File: config.mk
export PLATFORM = sky130hd
export DESIGN_NAME = sum_of_squares
export DESIGN_NICKNAME = d
export VERILOG_FILES = /design/src/rtl/sum_of_squares.sv
export SDC_FILE = /design/constraint.sdc
export NUM_CORES = 1
export LEC_CHECK = 0
export BUFFER_PORTS_ARGS = -buffer_cell sky130_fd_sc_hd__buf_2
export CORE_MARGIN = 2
export CORE_UTILIZATION = 45
export DETAILED_ROUTE_END_ITERATION = 10
export GPL_TIMING_DRIVEN = 0
export PLACE_DENSITY_LB_ADDON = 0.25
export SLEW_MARGIN = 20
export SYNTH_ARGS = -nofsm -noshare
export SYNTH_HDL_FRONTEND = slang
export SYNTH_SLANG_ARGS = --single-unit
File: constraint.sdc
create_clock -name clk -period 3 [get_ports clk]
set_input_delay 0.15 -clock clk [delete_from_list [all_inputs] [get_ports clk]]
set_output_delay 0.15 -clock clk [all_outputs]
set_load 0.02 [all_outputs]
File: src/rtl/sum_of_squares.sv
// Sequential X^2 + Y^2 unit: shift-add squaring of X then Y into one accumulator.
// Optional SUM_OF_SQUARES_EARLY_EXIT_EN ends each square phase once the multiplier runs out of set bits.
module sum_of_squares #(
   parameter int WIDTH = 8
) (
   input  logic               clk,
   input  logic               rst_n,
   input  logic               clr,
   input  logic               in_valid,
   output logic               in_ready,
   input  logic [WIDTH-1:0]   in_x,
   input  logic [WIDTH-1:0]   in_y,
   output logic               out_valid,
   input  logic               out_ready,
   output logic [2*WIDTH:0]   out_sum,
   output logic               busy
);

   localparam int CW = (WIDTH > 1) ? $clog2(WIDTH) : 1;

   typedef enum logic [1:0] {IDLE, SQX, SQY, DONE} state_t;

   state_t              state;
   logic [2*WIDTH-1:0]  mcand;
   logic [WIDTH-1:0]    mplier;
   logic [WIDTH-1:0]    y_hold;
   logic [2*WIDTH:0]    acc;
   logic [CW-1:0]       cnt;

   logic [2*WIDTH:0]    acc_nxt;
   logic [WIDTH-1:0]    mplier_sh;
   logic                last;

   always_comb begin
      acc_nxt   = acc + (mplier[0] ? {1'b0, mcand} : '0);
      mplier_sh = mplier >> 1;
`ifdef SUM_OF_SQUARES_EARLY_EXIT_EN
      // Remaining multiplier bits all zero: further steps cannot change the sum.
      last      = (cnt == CW'(WIDTH - 1)) || (mplier_sh == '0);
`else
      last      = (cnt == CW'(WIDTH - 1));
`endif
   end

   always_ff @(posedge clk or negedge rst_n) begin
      if (!rst_n) begin
         state   <= IDLE;
         mcand   <= '0;
         mplier  <= '0;
         y_hold  <= '0;
         acc     <= '0;
         cnt     <= '0;
         out_sum <= '0;
      end else if (clr) begin
         state <= IDLE;
         acc   <= '0;
      end else begin
         case (state)
            IDLE: begin
               if (in_valid) begin
                  mcand  <= {{WIDTH{1'b0}}, in_x};
                  mplier <= in_x;
                  y_hold <= in_y;
                  acc    <= '0;
                  cnt    <= '0;
                  state  <= SQX;
               end
            end
            SQX: begin
               acc    <= acc_nxt;
               mcand  <= mcand << 1;
               mplier <= mplier_sh;
               cnt    <= cnt + CW'(1);
               if (last) begin
                  mcand  <= {{WIDTH{1'b0}}, y_hold};
                  mplier <= y_hold;
                  cnt    <= '0;
                  state  <= SQY;
               end
            end
            SQY: begin
               acc    <= acc_nxt;
               mcand  <= mcand << 1;
               mplier <= mplier_sh;
               cnt    <= cnt + CW'(1);
               if (last) begin
                  out_sum <= acc_nxt;
                  state   <= DONE;
               end
            end
            DONE: begin
               if (out_ready) state <= IDLE;
            end
            default: state <= IDLE;
         endcase
      end
   end

   assign in_ready  = (state == IDLE);
   assign out_valid = (state == DONE);
   assign busy      = (state == SQX) || (state == SQY);

endmodule

Word level (Yosys, flattened, before mapping)
Cells that the tools add are included.
{"block": "totals", "in_bits": 21, "word_cells": 48, "regBits": 71, "out_inout_bits": 20}
{"block": "classes", "n_eq_ne": 9, "add_sub_neg": 2, "reduce_logical": 10, "bitwise_logic": 1, "n_mux": 19}
{"op": "two-way mux 16 bit", "n": 3}
{"op": "one-hot mux 16 bit (3 select lines)", "n": 1}
{"op": "two-way mux 17 bit", "n": 2}
{"op": "one-hot mux 17 bit (2 select lines)", "n": 1}
{"op": "one-hot mux 8 bit (3 select lines)", "n": 1}
{"op": "adder 17 x 16 -> 17 bit", "n": 1}
{"op": "two-way mux 8 bit", "n": 2}
{"op": "two-way mux 2 bit", "n": 5}
{"op": "!= test 3 bit (second input constant)", "n": 3}
{"op": "one-hot mux 3 bit (3 select lines)", "n": 1}
{"op": "AND reduction 3 bit", "n": 3}
{"op": "one-hot mux 2 bit (4 select lines)", "n": 1}
{"op": "two-way mux 3 bit", "n": 2}
{"op": "nonzero test 3 bit", "n": 2}
{"op": "equality test 2 bit (second input constant)", "n": 2}
{"op": "AND reduction 4 bit", "n": 1}
{"op": "adder 3 x 1 -> 3 bit (second input constant)", "n": 1}
{"op": "equality test 3 bit (second input constant)", "n": 1}
{"op": "!= test 3 x 2 -> 1 bit (second input constant)", "n": 1}
{"op": "equality test 2 x 1 -> 1 bit (second input constant)", "n": 1}
{"op": "zero test 2 bit", "n": 1}
{"op": "!= test 2 bit (second input constant)", "n": 1}
{"op": "AND reduction 2 bit", "n": 1}
{"op": "OR reduction 2 bit", "n": 1}
{"op": "other kinds (2)", "n": 2}

Longest topological paths before layout
Gate-level depths: netlist of the first run.
{"block": "logic_depth", "ltp_word": 4, "depth_mapped": 11}

Worst setup path before layout of the first run
Ideal clock, no wire load.
{"block": "synth_timing", "path_kind": "reg2reg", "start": "register mplier[0]", "end": "register out_sum[14]", "setup_time_ns": 0.132, "setup_slack_ns": 0.450, "t_arrival_ns": 2.417, "t_required_ns": 2.868, "stages_incl_launch_ff": 12, "path_cell_list": "dfrtp_1 -> clkbuf_1 -> and2_1 -> ha_1 -> inv_1 -> fa_1 -> nor2b_1 -> o31a_2 -> a41oi_2 -> o2111a_1 -> a211oi_1 -> o21ai_0"}
{"block": "synth_between", "elab_chain_len": 2}
{"element": "start: declaration", "line": "25", "rtl": "logic [WIDTH-1:0] mplier;"}
{"element": "start signal: assignment", "line": "62", "rtl": "mplier <= in_x;"}
{"element": "start signal: assignment", "line": "72", "rtl": "mplier <= mplier_sh;"}
{"element": "start signal: assignment", "line": "76", "rtl": "mplier <= y_hold;"}
{"element": "two-way mux 16 bit", "line": "35", "rtl": "acc_nxt = acc + (mplier[0] ? {1'b0, mcand} : '0);"}
{"element": "adder 17 x 16 -> 17 bit", "line": "35"}
{"element": "end signal: assignment", "line": "87", "rtl": "out_sum <= acc_nxt;"}
{"element": "end: declaration", "line": "15", "rtl": "output logic [2*WIDTH:0] out_sum,"}
Every way passes these cells.
A chain may end at the register's enable or synchronous reset.

Worst setup path after layout of the first run
Ends and elaborated chain as after synthesis.

==> results.yml, run 1 <==
status:
  status: "finished, final reports clean"
placement:
  gp_congestion: 0.901
  port_buffers: 40
  post_dp_cell_area_sq_um: 4370
  hpwl_microns: 6670
yosys:
  synthCells: 414
  ys_seq_elements: 71
  synth_edf_count: 0
  yosys.area.top_type: "dfrtp_1"
  ys_top_cells_by_count: "dfrtp_1, nand2_1, o21ai_0"
  synth.most_common_cell: "dfrtp_1"
  netlist_area_sq_um: 4010
  synthTopCellsByArea: "dfrtp_1, ha_1, nand2_1"
  ys_warn_count: 0
  seq_area_frac_synth: 0.443
  ys_async_sr_fraction: 1.00
  ys_types: 54
  synth_fp_nets: 458
  postSynthAreaPerCell_sq_um: 9.68
  synth_top_area_frac: 0.443
  synth_ff_type: "dfrtp_1"
floorplanning:
  die_area_sq_um: 9680
  die_h_microns: 98.4
  row_count: 34
  core_area_sq_um: 8680
  dieWidth_microns: 98.4
  pin_count: 41
  initial_core_util: 0.462
global_routing:
  antenna_found_initial: 0
  grt_usage: 0.197
  grt_pass1_wl_microns: 15300
  grt_pass1_vias: 3192
  grt_overflow_total: 0
  grt_max_degree: 47
detailed_routing:
  antenna_left: 0
  drc_errors: 0
  via_per_inst: 5.47
  firstDrtPassIters: 4
  drtIter0Drc: 99
  drt-total-wl_microns: 8830
  vias: 3153
  post_drt_wl_per_cell_microns: 15.3
clocking:
  clkSinkCount: 71
  htree_levels: 3
  clock_path_buffers: 2
  clk_pin_slew_ns: 0.07
  post_cts_buffers: 0
  cts_buffers: 9
  cts_tree: "done"
  worst_skew_pair.late_latency_ns: 0.34
  cts_root_buf: "clkbuf_8"
timing:
  period_share: 0.923
  setup_viol: 0
  fin_skew_ns: 0.0139
  min_period_ns: 2.77
  timing.setup.tns_ns: 0
  clock.fmax_mhz: 361
  tightest_slew_ns: 0.648
  finalMaxSlewViolations: 0
  rsz0062_at_grt: "false"
  relSlewSlack: 0.567
  final-hold-violation-count: 0
worst_setup_path:
  cp_max_fo: 17
  worst_setup_path_end_kind: "register"
  worstPathArrival_ns: 2.98
  crit_path_start_kind: "register"
  cp.required_ns: 3.21
  crit_type: "reg -> reg"
pwr:
  p_leak_nw: 2.16
  p_per_area_nw_per_um2: 682
  peakVddDrop_mv: 0.356
final_layout:
  fin_util: 0.524
  diodes: 0
  nNetsFinal: 510
  synthToLayoutAreaGrowth_pct: 13.4
  num-fill-cells: 849
  multi_input_area_sq_um: 2090
  seq_area_sq_um: 1780
  finalInstanceArea_sq_um: 4550
  drive_gt1_frac: 0.197
flow_run:
  max_cap_violations: 0
hold_path:
  min_path_type: "in -> reg"
-- sequential cells by signal (all words and copies together), names as in the netlist --
register,cells
acc,17
out_sum,17
mcand,16
mplier,8
y_hold,8
cnt,3
state,2
-- critical path, stage by stage (launching register included) --
cell and delay (ns):
dfrtp_2 0.48, and2_1 0.17, ha_1 0.18, inv_1 0.06, fa_1 0.40, nor2b_1 0.17
o31a_2 0.19, a41oi_2 0.26, o2111a_1 0.32, a211oi_1 0.28, o21ai_0 0.13
-- per-stage QoR --
step	power (mW)	cells	hold WS, ns	setup WS [ns]
floorplan	2.14	414	-0.146	0.450
global placement	2.43	562	0.382	-0.0153
detailed placement	2.47	563	0.0812	-0.0680
CTS	3.11	576	0.0298	0.107
global route	3.34	576	0.0409	0.0548
finish	3.10	576	0.0326	0.230
-- worst paths after layout --
path,startpoint,to,cells after the start,slack [ns]
max in group asynchronous,rst_n,mcand[13],3,2.20
hold reg to reg,out_sum[13],out_sum[13],2,0.47
hold / removal,in_y[5],y_hold[5],2,0.03
setup / recovery,mplier[0],out_sum[14],10,0.23
setup reg to reg,mplier[0],out_sum[14],10,0.23
min in group asynchronous,rst_n,out_sum[16],2,0.26
-- area by class of cell --
cell class	count	share of cell area
repair buffers	42	0.0528
clock inverters	2	0.00220
clock buffers	11	0.0311
flip-flops and latches	71	0.391
inverters	8	0.00660
well taps	108	0.0297
multi-input cells	311	0.459
plain buffers	23	0.0278
-- layout by cell type, fill, tap and decap left out, types with 2 or more instances in the layout --
cell      instances
inv_1             8
a211oi_1          2
clkinv_2          2
nand2_1          68
nor2b_1           8
nand3_1          17
a41o_1            2
mux2_2           17
buf_6             2
or3_1             3
buf_4             2
a21oi_1          17
o21ai_1           4
clkbuf_1         17
o21ai_0          35
o21a_1            3
xor2_1            4
and2_1           19
a22o_1           23
o31ai_1           2
xnor2_1           7
nor2_1           21
dfrtp_1          70
buf_2            40
a31oi_1           2
a21o_1            8
clkbuf_8         11
nand4_1           2
ha_1             22
-- routing by layer --
layer,vias to the layer above,global-route usage,share of wire
met2,88,0.316,0.48
li1,1559,-,-
met1,1496,0.269,0.46
met3,10,0.0351,0.051
met4,0,0.0695,0.016
met5,-,0,0
-- logic make-up (layout without fill, tap and decap cells) --
group | after synthesis | in the layout | synth area share
adders and majority gates | 23 | 23 | 0.0737
buffers and inverters | 32 | 86 | 0.0399
muxes | 18 | 18 | 0.0502
and+or+nand+nor | 144 | 144 | 0.167
DFF | 71 | 71 | 0.443
xor gates and xnor gates | 11 | 11 | 0.0240
AOI/OAI and AO/OA | 115 | 115 | 0.202
-- power by group --
part / leakage (nW) / internal (mW) / switching, mW / total [mW]
clock network: 0.0809 / 0.307 / 0.339 / 0.646
registers: 0.947 / 1.15 / 0.169 / 1.32
logic: 1.13 / 0.469 / 0.663 / 1.13
-- what timing repair did --
| action | in CTS | in global routing |
|---|---|---|
| endpoints found under the setup margin | 4 | 3 |
| gates cloned | 0 | 0 |
| hold buffers | 1 | 0 |
| resized for setup | 1 | 1 |
| endpoints found under the hold margin | 25 | 0 |
No activity file was read; power rests on OpenSTA's default activity.
==> run 2, diff against run 1 <==
Settings changed: MAX_ROUTING_LAYER from default to met4, SLEW_MARGIN 20 to default.
==> results.yml, run 2 (synthesis results as in run 1) <==
status:
  status: "finished, final reports clean"
timing:
  fin_skew_ns: 0.0153
  tightest_slew_ns: 1.08
  finalMaxSlewViolations: 0
  fin_hold_ws_ns: 0.0397
  min_period_ns: 2.70
  timing.setup.tns_ns: 0
  period_share: 0.901
  clock.fmax_mhz: 370
  relSlewSlack: 0.275
  setup_viol: 0
  rsz0062_at_grt: "false"
  final-hold-violation-count: 0
worst_setup_path:
  critical_path.max_stage_delay_ns: 0.41
  slowest_stage: "dfrtp_1"
  path_delay_family: "compound AO/OA/AOI/OAI gates"
  worst-path-stages: 10
  path_buf_inv: 1
  cp.required_ns: 3.20
  crit_type: "reg -> reg"
  cp_max_fo: 5
  worstPathCellList: "and2_1 > ha_1 > inv_1 > fa_1 > nor2b_1 > o31a_2 > a41oi_2 > o2111a_1 > a211oi_1 > o21ai_0"
  worst_setup_path_end_kind: "register"
  reg2reg_slack_ns: 0.30
  crit_path_start_kind: "register"
  worstPathArrival_ns: 2.90
  reg2regPathDepth: 10
global_routing:
  grt_pass1_vias: 3180
  grt_overflow_total: 0
  grt_max_degree: 72
  antenna_found_initial: 0
  grt_pass1_wl_microns: 15300
  grt_usage: 0.200
pwr:
  p_per_area_nw_per_um2: 691
  p_leak_nw: 2.16
  total_power_mw: 3.14
  peakVddDrop_mv: 0.378
placement:
  gp_congestion: 0.916
  port_buffers: 40
  dp_cells: 562
  hpwl_microns: 6580
floorplanning:
  pin_count: 41
  die_h_microns: 98.4
  row_count: 34
  die_area_sq_um: 9680
  initial_core_util: 0.462
  dieWidth_microns: 98.4
  core_area_sq_um: 8680
detailed_routing:
  via_per_inst: 5.50
  antenna_left: 0
  drt-total-wl_microns: 8820
  post_drt_wl_per_cell_microns: 15.3
  drc_errors: 0
  firstDrtPassIters: 4
  vias: 3177
  drtIter0Drc: 79
final_layout:
  final_common_cell: "dfrtp_1"
  multi_input_area_sq_um: 2080
  synthToLayoutAreaGrowth_pct: 13.3
  num-fill-cells: 841
  nNetsFinal: 511
  seq_area_sq_um: 1780
  mostFrequentLayoutCells: "dfrtp_1, nand2_1, buf_2"
  drive_gt1_frac: 0.196
  diodes: 0
  final_cells: 578
  top_regs: "acc x17, out_sum x17, mcand x16"
  fin_util: 0.523
flow_run:
  max_cap_violations: 0
hold_path:
  min_path_type: "in -> reg"
  hold_depth: 2
clocking:
  worst_skew_pair.late_latency_ns: 0.34
  htree_levels: 3
  cts_tree: "done"
  cts_buffers: 9
  clock_path_buffers: 2
  cts_root_buf: "clkbuf_8"
  clk_pin_slew_ns: 0.08
  clkSinkCount: 71
[run 2: cell types whose count changed in the layout (fill, tap and decap cells not counted), sizes merged]
cell / previous run / this run
clkinv: 2 / 1
buf: 45 / 46
clkbuf: 29 / 31
[run 2: worst paths after layout]
check | start | endpoint
worst max register to register | mcand[0] | out_sum[14]
worst min-delay path | in_y[5] | y_hold[5]
worst max-delay path | mcand[0] | out_sum[14]
min in group asynchronous | rst_n | out_sum[16]
worst min register to register | out_sum[13] | out_sum[13]
max in group asynchronous | rst_n | mplier[0]
[run 2: stage by stage]
step	area [sq um]	worst slack, ns
floorplan	4010	0.450
global placement	4340	-0.0153
detailed placement	4350	-0.0764
CTS	4530	0.0790
global route	4540	0.139
finish	4540	0.297
[run 2: power by group]
group	total [mW]	internal (mW)	switching [mW]
Combinational	1.15	0.477	0.673
Clock	0.676	0.336	0.340
Sequential	1.31	1.15	0.161
[run 2: what timing repair did]
| action | in CTS | in global routing |
|---|---|---|
| hold endpoints to repair | 71 | 0 |
| hold buffers | 1 | 0 |
| setup buffers | 0 | 2 |
| endpoints found under the setup margin | 4 | 6 |
| gates resized for setup | 1 | 1 |
[run 2: layer usage]
layer | routed length, microns | share of wire | vias to the layer above | global-route usage
li1 | - | - | 1561 | -
met1 | 4250 | 0.48 | 1538 | 0.272
met2 | 4150 | 0.47 | 63 | 0.314
met3 | 311 | 0.035 | 15 | 0.0315
met4 | 104 | 0.012 | 0 | 0.0569
met5 | 0 | 0 | - | -
[run 2: cell type report]
class,count,area share
timing repair buffer,43,0.0501
clock inverter,1,0.00110
sequential,71,0.391
multi-input combinational,311,0.458
clock buffer,13,0.0350
inverter,8,0.00661
tap,108,0.0298
buffer,23,0.0278
==> run 3, diff against run 2 <==
Settings changed: CORE_UTILIZATION 45 to 59.
==> results.yml, run 3 (synthesis results as in run 1) <==
final_layout:
  top_regs: "acc x17, out_sum x17, mcand x16"
  drive_gt1_frac: 0.198
  seq_area_sq_um: 1780
  nNetsFinal: 511
  final_common_cell: "dfrtp_1"
  finalInstanceArea_sq_um: 4500
  synthToLayoutAreaGrowth_pct: 12.4
  diodes: 0
  fin_util: 0.674
  mostFrequentLayoutCells: "dfrtp_1, nand2_1, buf_2"
  num-fill-cells: 536
  multi_input_area_sq_um: 2070
placement:
  hpwl_microns: 6550
  post_dp_cell_area_sq_um: 4310
  gp_congestion: 0.948
  dpl_worst_slack_ns: -0.0464
  port_buffers: 40
detailed_routing:
  drt-total-wl_microns: 8590
  post_drt_wl_per_cell_microns: 15.6
  antenna_left: 0
  via_per_inst: 5.77
  firstDrtPassIters: 4
  drc_errors: 0
  drtIter0Drc: 225
  vias: 3166
floorplanning:
  row_count: 30
  die_area_sq_um: 7470
  die_h_microns: 86.4
  pin_count: 41
  core_area_sq_um: 6680
  initial_core_util: 0.600
  dieWidth_microns: 86.4
global_routing:
  grt_pass1_vias: 3064
  met1_usage: 0.334
  grt_usage: 0.257
  grtUsageMet2: 0.410
  antenna_found_initial: 0
  grt_busiest_layer: "met2"
  grt_pass1_wl_microns: 14600
  grt_overflow_total: 0
  use_met3: 0.0419
  grt_max_degree: 72
pwr:
  switching_share: 0.371
  netSwitchingPower_mw: 1.17
  p_leak_nw: 2.16
  power.internal_mw: 1.98
  pwr-share-seq: 0.418
  p_per_area_nw_per_um2: 700
  peakVddDrop_mv: 0.439
  power_frac_comb: 0.366
  clkPwrFrac: 0.216
worst_setup_path:
  worst_setup_path_end_kind: "register"
  crit_type: "reg -> reg"
  crit_path_start_kind: "register"
  reg2reg_slack_ns: 0.31
  reg2regPathDepth: 10
  worstPathArrival_ns: 2.90
  cp_max_fo: 5
  worstReg2RegEnd: "out_sum[14]"
  cp.required_ns: 3.21
  r2r-start: "mcand[0]"
clocking:
  htree_levels: 3
  clk_pin_slew_ns: 0.07
  clkSinkCount: 71
  cts_root_buf: "clkbuf_8"
  cts_tree: "done"
  worst_skew_pair.late_latency_ns: 0.34
  clock_path_buffers: 2
  cts_buffers: 9
timing:
  clock.fmax_mhz: 372
  finalMaxSlewViolations: 0
  timing.setup.tns_ns: 0
  setup_viol: 0
  period_share: 0.895
  relSlewSlack: 0.227
  fin_skew_ns: 0.00866
  timing.final.ws_setup_ns: 0.314
  final-hold-violation-count: 0
  rsz0062_at_grt: "false"
  tightest_slew_ns: 1.15
  min_period_ns: 2.69
  fin_hold_ws_ns: 0.0320
hold_path:
  hold_depth: 2
  holdCritStartpoint: "in_y[1]"
  min_path_type: "in -> reg"
  min_to: "y_hold[1]"
status:
  status: "finished, final reports clean"
flow_run:
  max_cap_violations: 0
run 3: cell types whose count changed in the layout (fill, tap and decap cells not counted):
cell	before	now
clkbuf_1	18	16
clkbuf_8	12	13
o31ai_2	0	1
o31ai_4	1	0
run 3: critical path, stage by stage (launching register included):
cell	delay (ns)
dfrtp_1	0.42
and2_1	0.15
ha_1	0.19
inv_1	0.07
fa_1	0.40
nor2b_1	0.18
o31a_2	0.20
a41oi_2	0.23
o2111a_1	0.31
a211oi_1	0.28
o21ai_0	0.13
run 3: cell type report:
class | instances | share of cell area
Sequential cell | 71 | 0.395
Clock buffer | 12 | 0.0367
Clock inverter | 1 | 0.00111
Buffer | 23 | 0.0281
Multi-Input combinational cell | 311 | 0.460
Timing Repair Buffer | 43 | 0.0506
Tap cell | 80 | 0.0222
Inverter | 8 | 0.00667
run 3: per-stage QoR:
stage,instances,power (mW)
2_1_floorplan,414,2.14
3_3_place_gp,534,2.41
3_5_place_dp,534,2.46
4_1_cts,547,3.14
5_1_grt,549,3.36
6_report,549,3.15
run 3: worst max path at each step:
stage / depth (start not counted) / endpoint / from / slack, ns
2_1_floorplan: 11 / out_sum[14] / mplier[0] / 0.45
3_3_place_gp: 11 / out_sum[14] / mplier[0] / 0.05
3_5_place_dp: 11 / out_sum[16] / mplier[0] / -0.05
4_1_cts: 10 / out_sum[14] / mplier[0] / 0.11
5_1_grt: 10 / out_sum[14] / mplier[0] / 0.10
6_report: 10 / out_sum[14] / mcand[0] / 0.31
run 3: what timing repair did:
| action | in CTS | in global routing |
|---|---|---|
| resized for setup | 0 | 1 |
| buffers inserted | 0 | 2 |
| hold buffers | 1 | 0 |
| endpoints found under the setup margin | 4 | 4 |
| hold endpoints to repair | 71 | 0 |
run 3: power by group through the flow:
stage          Clock (mW)  Sequential, mW  Combinational, mW
4_1_cts             0.690            1.32               1.12
3_5_place_dp            0            1.33               1.13
3_3_place_gp            0            1.31               1.10
2_1_floorplan           0            1.27              0.875
6_report            0.680            1.32               1.16
5_1_grt             0.732            1.34               1.29
run 3: metal layers:
layer  share of wire  up-vias  wire length (microns)
met3           0.039       17                    336
met4           0.019        0                    164
li1                -     1570                      -
met1            0.46     1499                   3950
met5               0        -                      0
met2            0.48       80                   4140
